[config.mk]
export PLATFORM = sky130hd
export DESIGN_NAME = chol_col_scale_flat
export DESIGN_NICKNAME = d
export VERILOG_FILES = /design/src/rtl/chol_pkg.sv /design/src/rtl/chol_col_scale_if.sv /design/src/rtl/chol_mult_pipe.sv /design/src/rtl/chol_col_scale.sv /design/src/flat_wrapper.sv
export SDC_FILE = /design/constraint.sdc
export NUM_CORES = 2
export LEC_CHECK = 0
export ABC_AREA = 1
export BUFFER_PORTS_ARGS = -buffer_cell sky130_fd_sc_hd__buf_4
export CAP_MARGIN = 20
export CORE_MARGIN = 8
export CORE_UTILIZATION = 32
export CTS_BUF_LIST = sky130_fd_sc_hd__clkbuf_8
export DETAILED_ROUTE_END_ITERATION = 6
export PLACE_DENSITY_LB_ADDON = 0.08
export SLEW_MARGIN = 0
export SYNTH_ARGS = -nofsm -noshare
export SYNTH_HDL_FRONTEND = slang
export SYNTH_HIERARCHICAL = 1
export SYNTH_SLANG_ARGS = --single-unit
[constraint.sdc]
create_clock -name clk -period 10.48 [get_ports clk]
set_input_delay 0.524 -clock clk [delete_from_list [all_inputs] [get_ports clk]]
set_output_delay 0.524 -clock clk [all_outputs]
set_load 0.1 [all_outputs]
[src/rtl/chol_pkg.sv]
// chol_pkg: shared constants, state encoding and the saturating Q16.16 multiply
//   FRAC_BITS       - fractional bits of the Q16.16 format
//   Q_MAX / Q_MIN   - saturation limits
//   MUL_LATENCY_DEF - default multiplier pipeline depth
//   state_t         - one-hot column-scaler states
//   q_mul()         - signed Q16.16 product, floor-truncated, saturated
package chol_pkg;
    localparam int FRAC_BITS = 16;
    localparam logic [31:0] Q_MAX = 32'h7FFF_FFFF;
    localparam logic [31:0] Q_MIN = 32'h8000_0000;
    localparam int MUL_LATENCY_DEF = 7;
    typedef enum logic [5:0] {
        S_IDLE     = 6'b000001,
        S_REQ      = 6'b000010,
        S_WAIT_INV = 6'b000100,
        S_STREAM   = 6'b001000,
        S_DRAIN    = 6'b010000,
        S_DONE     = 6'b100000
    } state_t;
    // Keeps product[47:16]; bits above that must all match the kept sign bit,
    // otherwise the result clips toward the product's sign.
    function automatic logic [31:0] q_mul(input logic [31:0] a, input logic [31:0] b);
        logic signed [63:0] ax, bx, p;
        ax = {{32{a[31]}}, a};
        bx = {{32{b[31]}}, b};
        p = ax * bx;
        q_mul = (&p[63:FRAC_BITS+31] | ~|p[63:FRAC_BITS+31]) ? p[FRAC_BITS+31:FRAC_BITS]
              : (p[63] ? Q_MIN : Q_MAX);
    endfunction
endpackage

[src/rtl/chol_col_scale_if.sv]
// chol_col_scale_if: column-scaler bus bundling request, inverse-sqrt, element and result channels
//   master: column source / inverse-sqrt unit / result sink side
//   slave : chol_col_scale side
interface chol_col_scale_if #(parameter int N_W = 5);
    logic             start;
    logic [31:0]      diag;
    logic [N_W-1:0]   n_elems;
    logic             sqrt_req;
    logic [31:0]      sqrt_data;
    logic [31:0]      inv_sqrt;
    logic             inv_sqrt_valid;
    logic [31:0]      elem;
    logic             elem_valid;
    logic             elem_ready;
    logic [31:0]      out;
    logic             out_valid;
    logic             out_diag;
    logic [N_W-1:0]   out_idx;
    logic             busy;
    logic             done;
    modport master (
        output start, diag, n_elems, inv_sqrt, inv_sqrt_valid, elem, elem_valid,
        input  sqrt_req, sqrt_data, elem_ready, out, out_valid, out_diag, out_idx, busy, done
    );
    modport slave (
        input  start, diag, n_elems, inv_sqrt, inv_sqrt_valid, elem, elem_valid,
        output sqrt_req, sqrt_data, elem_ready, out, out_valid, out_diag, out_idx, busy, done
    );
endinterface

[src/rtl/chol_mult_pipe.sv]
// chol_mult_pipe: pipelined saturating Q16.16 multiplier with valid/tag shift register
//   clk, rst, clken       - clock, sync active-high reset, global enable (freezes everything)
//   in_valid, a, b        - operands, registered on the issuing edge
//   in_diag, in_idx       - tags carried alongside the product
//   out_valid, out        - result, MUL_LATENCY enabled cycles after the issuing edge
//   out_diag, out_idx     - tags aligned with out
//   busy                  - any stage holds a valid entry
module chol_mult_pipe
    import chol_pkg::*;
#(
    parameter int N_W = 5,
    parameter int MUL_LATENCY = MUL_LATENCY_DEF
) (
    input  logic             clk,
    input  logic             rst,
    input  logic             clken,
    input  logic             in_valid,
    input  logic [31:0]      a,
    input  logic [31:0]      b,
    input  logic             in_diag,
    input  logic [N_W-1:0]   in_idx,
    output logic             out_valid,
    output logic [31:0]      out,
    output logic             out_diag,
    output logic [N_W-1:0]   out_idx,
    output logic             busy
);
    // Stage 0 is the operand register; the product is formed from it into
    // res[1] and then delayed so res[MUL_LATENCY] lines up with vld[MUL_LATENCY].
    logic [31:0]          a_q, b_q;
    logic [MUL_LATENCY:0] vld, dg;
    logic [N_W-1:0]       ix [0:MUL_LATENCY];
    logic [31:0]          res [1:MUL_LATENCY];
    always_ff @(posedge clk) begin
        if (rst) begin
            a_q <= '0;
            b_q <= '0;
            vld <= '0;
            dg  <= '0;
            for (int k = 0; k <= MUL_LATENCY; k++) ix[k] <= '0;
            for (int k = 1; k <= MUL_LATENCY; k++) res[k] <= '0;
        end else if (clken) begin
            a_q <= a;
            b_q <= b;
            vld <= {vld[MUL_LATENCY-1:0], in_valid};
            dg  <= {dg[MUL_LATENCY-1:0], in_diag};
            ix[0] <= in_idx;
            res[1] <= q_mul(a_q, b_q);
            for (int k = 1; k <= MUL_LATENCY; k++) ix[k] <= ix[k-1];
            for (int k = 2; k <= MUL_LATENCY; k++) res[k] <= res[k-1];
        end
    end
    assign out_valid = vld[MUL_LATENCY];
    assign out       = res[MUL_LATENCY];
    assign out_diag  = dg[MUL_LATENCY];
    assign out_idx   = ix[MUL_LATENCY];
    assign busy      = |vld;
endmodule

[src/rtl/chol_col_scale.sv]
// chol_col_scale: scales a Cholesky column by 1/sqrt(A[j][j]) obtained from chol_inv_sqrt
//   clk, rst   - clock, sync active-high reset (aborts any column in flight)
//   clken      - global enable; low freezes state, counters, pipe and outputs
//   bus.start/diag/n_elems            - column request, sampled only when idle
//   bus.sqrt_req/sqrt_data            - one-cycle request to chol_inv_sqrt
//   bus.inv_sqrt/inv_sqrt_valid       - level-valid reply from chol_inv_sqrt
//   bus.elem/elem_valid/elem_ready    - sub-diagonal element stream
//   bus.out/out_valid/out_diag/out_idx - results, diagonal first, in issue order
//   bus.busy/done                     - not idle / end-of-column pulse
module chol_col_scale
    import chol_pkg::*;
#(
    parameter int N_W = 5,
    parameter int MUL_LATENCY = MUL_LATENCY_DEF
) (
    input  logic clk,
    input  logic rst,
    input  logic clken,
    chol_col_scale_if.slave bus
);
    state_t         state, nxt;
    logic [31:0]    diag_q, inv_q, sqrt_data_q;
    logic [N_W-1:0] n_q, cnt;
    logic           inv_prev, inv_rise, accept, issue, tag_diag, pipe_busy;
    logic [31:0]    mul_a, mul_b;
    logic [N_W-1:0] tag_idx;
    // Only a fresh rising edge counts: the reply valid is a level that may
    // still be high from the previous column when this one starts waiting.
    assign inv_rise = bus.inv_sqrt_valid & ~inv_prev;
    assign accept   = (state == S_STREAM) & bus.elem_valid;
    always_ff @(posedge clk) begin
        if (rst) state <= S_IDLE;
        else if (clken) state <= nxt;
    end
    always_comb begin
        nxt = state;
        case (state)
            S_IDLE:     if (bus.start) nxt = S_REQ;
            S_REQ:      nxt = S_WAIT_INV;
            S_WAIT_INV: if (inv_rise) nxt = (n_q == '0) ? S_DRAIN : S_STREAM;
            S_STREAM:   if (accept && cnt + N_W'(1) == n_q) nxt = S_DRAIN;
            S_DRAIN:    if (!pipe_busy) nxt = S_DONE;
            S_DONE:     nxt = S_IDLE;
            default:    nxt = S_IDLE;
        endcase
    end
    always_comb begin
        bus.sqrt_req   = state == S_REQ;
        bus.elem_ready = state == S_STREAM;
        bus.busy       = state != S_IDLE;
        bus.done       = state == S_DONE;
        // The diagonal product uses the reply directly on its capture cycle;
        // elements use the latched copy.
        issue    = ((state == S_WAIT_INV) & inv_rise) | accept;
        mul_a    = (state == S_STREAM) ? bus.elem : diag_q;
        mul_b    = (state == S_STREAM) ? inv_q : bus.inv_sqrt;
        tag_diag = state != S_STREAM;
        tag_idx  = (state == S_STREAM) ? cnt + N_W'(1) : '0;
    end
    always_ff @(posedge clk) begin
        if (rst) begin
            diag_q      <= '0;
            inv_q       <= '0;
            sqrt_data_q <= '0;
            n_q         <= '0;
            cnt         <= '0;
            inv_prev    <= 1'b0;
        end else if (clken) begin
            inv_prev <= bus.inv_sqrt_valid;
            if (state == S_IDLE && bus.start) begin
                diag_q      <= bus.diag;
                n_q         <= bus.n_elems;
                sqrt_data_q <= bus.diag;
                cnt         <= '0;
            end
            if (state == S_WAIT_INV && inv_rise) inv_q <= bus.inv_sqrt;
            if (accept) cnt <= cnt + N_W'(1);
        end
    end
    assign bus.sqrt_data = sqrt_data_q;
    chol_mult_pipe #(.N_W(N_W), .MUL_LATENCY(MUL_LATENCY)) u_pipe (
        .clk(clk),
        .rst(rst),
        .clken(clken),
        .in_valid(issue),
        .a(mul_a),
        .b(mul_b),
        .in_diag(tag_diag),
        .in_idx(tag_idx),
        .out_valid(bus.out_valid),
        .out(bus.out),
        .out_diag(bus.out_diag),
        .out_idx(bus.out_idx),
        .busy(pipe_busy)
    );
endmodule

[src/flat_wrapper.sv]
// flat-port wrapper written by rule: the top's interface ports become plain ports
module chol_col_scale_flat import chol_pkg::*;
#(
    parameter int N_W = 5,
    parameter int MUL_LATENCY = MUL_LATENCY_DEF
)
  (clk, rst, clken, bus_start, bus_diag, bus_n_elems, bus_inv_sqrt, bus_inv_sqrt_valid, bus_elem, bus_elem_valid, bus_sqrt_req, bus_sqrt_data, bus_elem_ready, bus_out, bus_out_valid, bus_out_diag, bus_out_idx, bus_busy, bus_done);
  chol_col_scale_if #(.N_W(N_W)) bus_i ();
  input  logic clk;
  input  logic rst;
  input  logic clken;
  input wire logic [$bits(bus_i.start)-1:0] bus_start;
  input wire logic [$bits(bus_i.diag)-1:0] bus_diag;
  input wire logic [$bits(bus_i.n_elems)-1:0] bus_n_elems;
  input wire logic [$bits(bus_i.inv_sqrt)-1:0] bus_inv_sqrt;
  input wire logic [$bits(bus_i.inv_sqrt_valid)-1:0] bus_inv_sqrt_valid;
  input wire logic [$bits(bus_i.elem)-1:0] bus_elem;
  input wire logic [$bits(bus_i.elem_valid)-1:0] bus_elem_valid;
  output wire logic [$bits(bus_i.sqrt_req)-1:0] bus_sqrt_req;
  output wire logic [$bits(bus_i.sqrt_data)-1:0] bus_sqrt_data;
  output wire logic [$bits(bus_i.elem_ready)-1:0] bus_elem_ready;
  output wire logic [$bits(bus_i.out)-1:0] bus_out;
  output wire logic [$bits(bus_i.out_valid)-1:0] bus_out_valid;
  output wire logic [$bits(bus_i.out_diag)-1:0] bus_out_diag;
  output wire logic [$bits(bus_i.out_idx)-1:0] bus_out_idx;
  output wire logic [$bits(bus_i.busy)-1:0] bus_busy;
  output wire logic [$bits(bus_i.done)-1:0] bus_done;
  assign bus_i.start = bus_start;
  assign bus_i.diag = bus_diag;
  assign bus_i.n_elems = bus_n_elems;
  assign bus_i.inv_sqrt = bus_inv_sqrt;
  assign bus_i.inv_sqrt_valid = bus_inv_sqrt_valid;
  assign bus_i.elem = bus_elem;
  assign bus_i.elem_valid = bus_elem_valid;
  assign bus_sqrt_req = bus_i.sqrt_req;
  assign bus_sqrt_data = bus_i.sqrt_data;
  assign bus_elem_ready = bus_i.elem_ready;
  assign bus_out = bus_i.out;
  assign bus_out_valid = bus_i.out_valid;
  assign bus_out_diag = bus_i.out_diag;
  assign bus_out_idx = bus_i.out_idx;
  assign bus_busy = bus_i.busy;
  assign bus_done = bus_i.done;
  chol_col_scale #(.N_W(N_W), .MUL_LATENCY(MUL_LATENCY)) u_core (.clk(clk), .rst(rst), .clken(clken), .bus(bus_i));
endmodule
; Word-level counts from Yosys, hierarchy flattened
; Memories as Yosys holds them, arrays and structs flattened.
; Index checks and enable logic that the tools add are counted.
[word_totals]
reg_bits = 161
ram_bits = 264
input_bits = 107
out_inout_bits = 75
wordCells = 94
memories = 2
[mem_list]
columns = name, depth, width, rd, rd_ports_with_merged_regs, wr, line_no
row1 = u_core.u_pipe.res, 7, 32, 7, 0, 7, chol_mult_pipe.sv:33  ; logic [31:0] res [1:MUL_LATENCY];
row2 = u_core.u_pipe.ix, 8, 5, 8, 0, 8, chol_mult_pipe.sv:32  ; logic [N_W-1:0] ix [0:MUL_LATENCY];
[classes]
n_addsub = 1
n_mul = 1
eq_ne = 13
muxes = 33
bitwise = 21
n_reduce_logical = 13
[op_table]
columns = cell, count
row1 = $mux 32, 11
row2 = $mul 32x32->64, 1
row3 = $mux 5, 12
row4 = $pmux 6 s5, 1
row5 = $mux 6, 4
row6 = $or 1x1->1, 17
row7 = $reduce_and 17->1, 1
row8 = $reduce_or 17->1, 1
row9 = $reduce_or 8->1, 1
row10 = $eq 6x1->1 const B, 1
row11 = $eq 6x2->1 const B, 1
row12 = $eq 6x3->1 const B, 1
row13 = $eq 6x4->1 const B, 1
row14 = $eq 6x5->1 const B, 1
row15 = $eq 6x6->1 const B, 1
row16 = $ne 6x1->1 const B, 1
row17 = $ne 6x4->1 const B, 1
row18 = $reduce_and 2->1, 3
row19 = $add 5x1->5 const B, 1
row20 = $eq 5x5->1, 1
row21 = $logic_not 5->1, 1
row22 = $mux 1, 5
row23 = $reduce_and 5->1, 1
row24 = $ne 2x1->1 const B, 2
row25 = other kinds (6), 11

; Depth between registers and ports, before layout
[logic_depth]
word_depth = 6
depth_mapped = 39

; By module
; Netlist, hierarchy kept.
[by_module_without_submodules]
columns = mod, n_inst, cells_each, area_each_um2, seq_area_each_um2
row1 = chol_mult_pipe, 1, 6097, 51534.4, 9529.1
row2 = chol_col_scale, 1, 622, 3951.3, 1621.6

; Worst setup path after synthesis
; Ideal clock, no wire load.
[synth_path]
path_type = input port to flip-flop
from = input port clken
to = memory u_core.u_pipe.ix[0][0] (enable)
setup_ps = 731
arrival_ps = 8154
required_ps = 9749
slack_ps = 1595
cell_stages = 3
path_buffers = 2
cell_sequence = or2_2 clkbuf_1 clkbuf_1
[synth_rtl]
columns = item, line_no
row1 = "start, declared", flat_wrapper.sv:11  ; input logic clken;
row2 = "end, declared", chol_mult_pipe.sv:32

==> flow_summary.json <==
{
  "outcome": "finished with violations",
  "violations": "DRC",
  "hold_viol": 0,
  "worstSetupStartpointType": "flop",
  "synth_ff_type": "edfxtp_1",
  "yosys.cell_count.top_type": "inv_1",
  "ys_async_sr_fraction_pct": 0,
  "die_area_mm2": 0.187,
  "grtUsageTotal_pct": 18.0,
  "drc_errors": 3,
  "grt-ovfl-total": 0,
  "setup.worst_path.class": "reg2reg",
  "routed_wl_um": 165000,
  "clock_tree.buffer_depth": 3,
  "leakage_nw": 33.2,
  "max_clock_freq_ghz": 0.107,
  "fp.dieH_um": 432,
  "core_area_mm2": 0.173,
  "critPathArrivalTime_ns": 9.81,
  "cp.required_ns": 10.92,
  "ys_ff_latch": 425,
  "syn-instance-count": 6719,
  "reg2reg_from": "u_core/u_pipe/a_q[31]$_SDFFE_PP0P_",
  "dr_total_vias": 40200,
  "final_nets": 8128,
  "fin_setup_tns_ns": 0,
  "drive_gt1_share_pct": 6.91,
  "ys_top_cells_by_count": "inv_1, nand2_1, fa_1",
  "yosysSeqAreaShare_pct": 20.1,
  "rsz0062_at_grt": "false",
  "hold_path.class": "in2reg",
  "netlist.area_leader.share_pct": 39.0,
  "cpMostUsedCell": "fa_1",
  "rows": 153,
  "syn_area_mm2": 0.0555,
  "skew_ns": 0.0790,
  "dp_hpwl_um": 132000,
  "min_period_ns": 9.37,
  "hold_depth": 3,
  "htree_levels": 3,
  "netlist_top_cells_area": "fa_1, edfxtp_1, inv_1",
  "path_clk_slew_ns": 0.06,
  "io_buffers": 181,
  "cts.sinks": 425,
  "hp-start": "bus_n_elems[3]",
  "postCtsSetupBuffers": 0,
  "fin_crit_sh_pct": 89.5,
  "syn_nets": 8088,
  "clk_latency_ns": 0.80,
  "maxSlewViolCount": 0,
  "antenna_found_initial": 2,
  "area_delta_synth_final_pct": 10.2,
  "first_pass_iters": 7,
  "worstMarginPinSlew_ns": 1.12,
  "peakVddDrop_uv": 77.4,
  "wire_per_inst_um": 18.1,
  "endpoint_kind": "flop",
  "drt_iter0_drc": 2260,
  "r2r_end": "u_core/u_pipe/res[0][25]$_SDFFCE_PN0P_",
  "cp_slowest_cell": "fa_1",
  "holdPathEnd": "u_core/n_q[3]$_SDFFE_PP0P_",
  "synth_area_per_cell_um2": 8.26,
  "setup_viol": 0,
  "ios": 182,
  "post-route-util_pct": 35.3,
  "drv_cap": 0,
  "grt_max_degree": 198,
  "root_buffer": "clkbuf_8",
  "synth-edff-count": 264,
  "ff2ff_setup_slack_ns": 1.11,
  "ys_warn_count": 6,
  "cts_tree": "built",
  "start_util_pct": 32.1,
  "via_per_inst": 4.40,
  "place.gp.congestion": 0.865,
  "synth.distinct_cells": 44,
  "grt_pass1_vias": 43700,
  "ff2ff_path_depth": 33,
  "critPathMaxFanout": 31,
  "grt_pass1_wl_um": 263000,
  "p_total_mw": 5.36,
  "antenna_left": 0,
  "relSlewSlack_pct": 25.3,
  "die_w_um": 432,
  "cts_buffers": 82,
  "slowest_delay_ns": 0.63,
  "synth_top_area_cell": "fa_1",
  "nFillCells": 18400,
  "power_density_mw_per_mm2": 87.6,
  "cts_resized": 0
}
power breakdown:
part	switching (mW)	internal, mW	leakage [nW]
sequential	0.119	1.90	4.24
combinational	1.14	0.535	28.0
clock	0.767	0.896	0.897
repair_timing:
item	CTS	global route
hold buffers	79	0
endpoints found under the setup margin	0	0
hold endpoints to repair	78	0
placed cells by master (no fill, tap or decap), drive strengths merged:
master       instances
inv               2007
nand2             1605
fa                1081
nor2               475
edfxtp             264
buf                252
o21ai              199
ha                 181
dfxtp              161
a21oi              150
nand3              123
clkbuf              91
dlygate4sd3         79
xor2                29
xnor2               20
o22ai               15
o21bai              15
nand4               14
clkinv              10
nor3                 9
and3                 6
diode                4
bufinv               4
nand3b               4
and2                 4
clkinvlp             3
nor4                 3
or2                  3
a221oi               1
a21boi               1
o21a                 1
a31oi                1
o31ai                1
final cells by class:
cell class | instances | area, um^2 | area share, %
diodes | 4 | 10.0 | 0.0164
clock buffers | 91 | 1250 | 2.05
clock inverters | 46 | 344 | 0.563
inverters | 1978 | 7420 | 12.1
multi-input cells | 3941 | 35300 | 57.7
flip-flops and latches | 425 | 11200 | 18.3
well taps | 2325 | 2910 | 4.76
repair buffers | 331 | 2750 | 4.49
worst max-delay path, delay by kind of cell (launching register included):
kind	cells	cell delay, ns
buffers and inverters	9	2.04
flip-flops	1	0.48
adder cells (fa/ha/maj)	9	4.36
AO/OA/AOI/OAI	5	1.12
AND/OR/NAND/NOR	10	0.95
registers in the layout, indices dropped and copies added, names as in the netlist:
| name | flops |
|---|---|
| u_core/bus.sqrt_data | 32 |
| u_core/cnt | 5 |
| u_core/inv_prev | 1 |
| u_core/inv_q | 32 |
| u_core/n_q | 5 |
| u_core/state | 6 |
| u_core/u_pipe/a_q | 32 |
| u_core/u_pipe/b_q | 32 |
| u_core/u_pipe/dg | 8 |
| u_core/u_pipe/ix | 40 |
| u_core/u_pipe/res | 224 |
| u_core/u_pipe/vld | 8 |
metrics by stage:
stage | cells | setup slack (ns) | hold slack, ns | instance area, um^2
2_1_floorplan | 6719 | 1.59 | 0.425 | 55500
3_3_place_gp | 8921 | 1.05 | 0.436 | 58800
3_5_place_dp | 8921 | 1.01 | 0.439 | 58800
4_1_cts | 9137 | 0.931 | 0.00695 | 61100
5_1_grt | 9141 | 0.330 | 0.0373 | 61200
6_report | 9141 | 1.11 | 0.0855 | 61200
routing by layer:
layer | track usage, % | share of wire, % | wire length [um] | vias up
li1 | - | - | - | 19000
met1 | 25.2 | 47 | 77600 | 20400
met2 | 30.6 | 48 | 79600 | 580
met3 | 1.62 | 3.1 | 5070 | 137
met4 | 3.67 | 1.7 | 2880 | 0
met5 | 0 | 0 | 0 | -
worst max path at each step:
stage	from	end	cells past startpoint	slack, ns
6_report	u_core/u_pipe/a_q[31]$_SDFFE_PP0P_	u_core/u_pipe/res[0][25]$_SDFFCE_PN0P_	33	1.11
5_1_grt	u_core/u_pipe/a_q[31]$_SDFFE_PP0P_	u_core/u_pipe/res[0][23]$_SDFFCE_PN0P_	33	0.33
4_1_cts	u_core/u_pipe/a_q[31]$_SDFFE_PP0P_	u_core/u_pipe/res[0][25]$_SDFFCE_PN0P_	33	0.93
3_5_place_dp	u_core/u_pipe/a_q[31]$_SDFFE_PP0P_	u_core/u_pipe/res[0][0]$_SDFFCE_PN0P_	33	1.01
3_3_place_gp	u_core/u_pipe/a_q[31]$_SDFFE_PP0P_	u_core/u_pipe/res[0][0]$_SDFFCE_PN0P_	33	1.05
2_1_floorplan	clken	u_core/u_pipe/ix[0][0]$_SDFFCE_PN0P_	3	1.59
logic make-up (layout without fill, tap and decap cells):
| logic type | Yosys count | after routing | share of synthesized area (%) |
|---|---|---|---|
| AO/OA/AOI/OAI | 384 | 384 | 3.80 |
| XOR/XNOR | 49 | 49 | 0.787 |
| adder cells (fa/ha/maj) | 1262 | 1262 | 43.1 |
| buffers and inverters | 2353 | 2446 | 16.3 |
| flip-flops | 425 | 425 | 20.1 |
| other | 0 | 4 | 0 |
| AND/OR/NAND/NOR | 2246 | 2246 | 15.9 |
(Power assumes the default switching activity.)
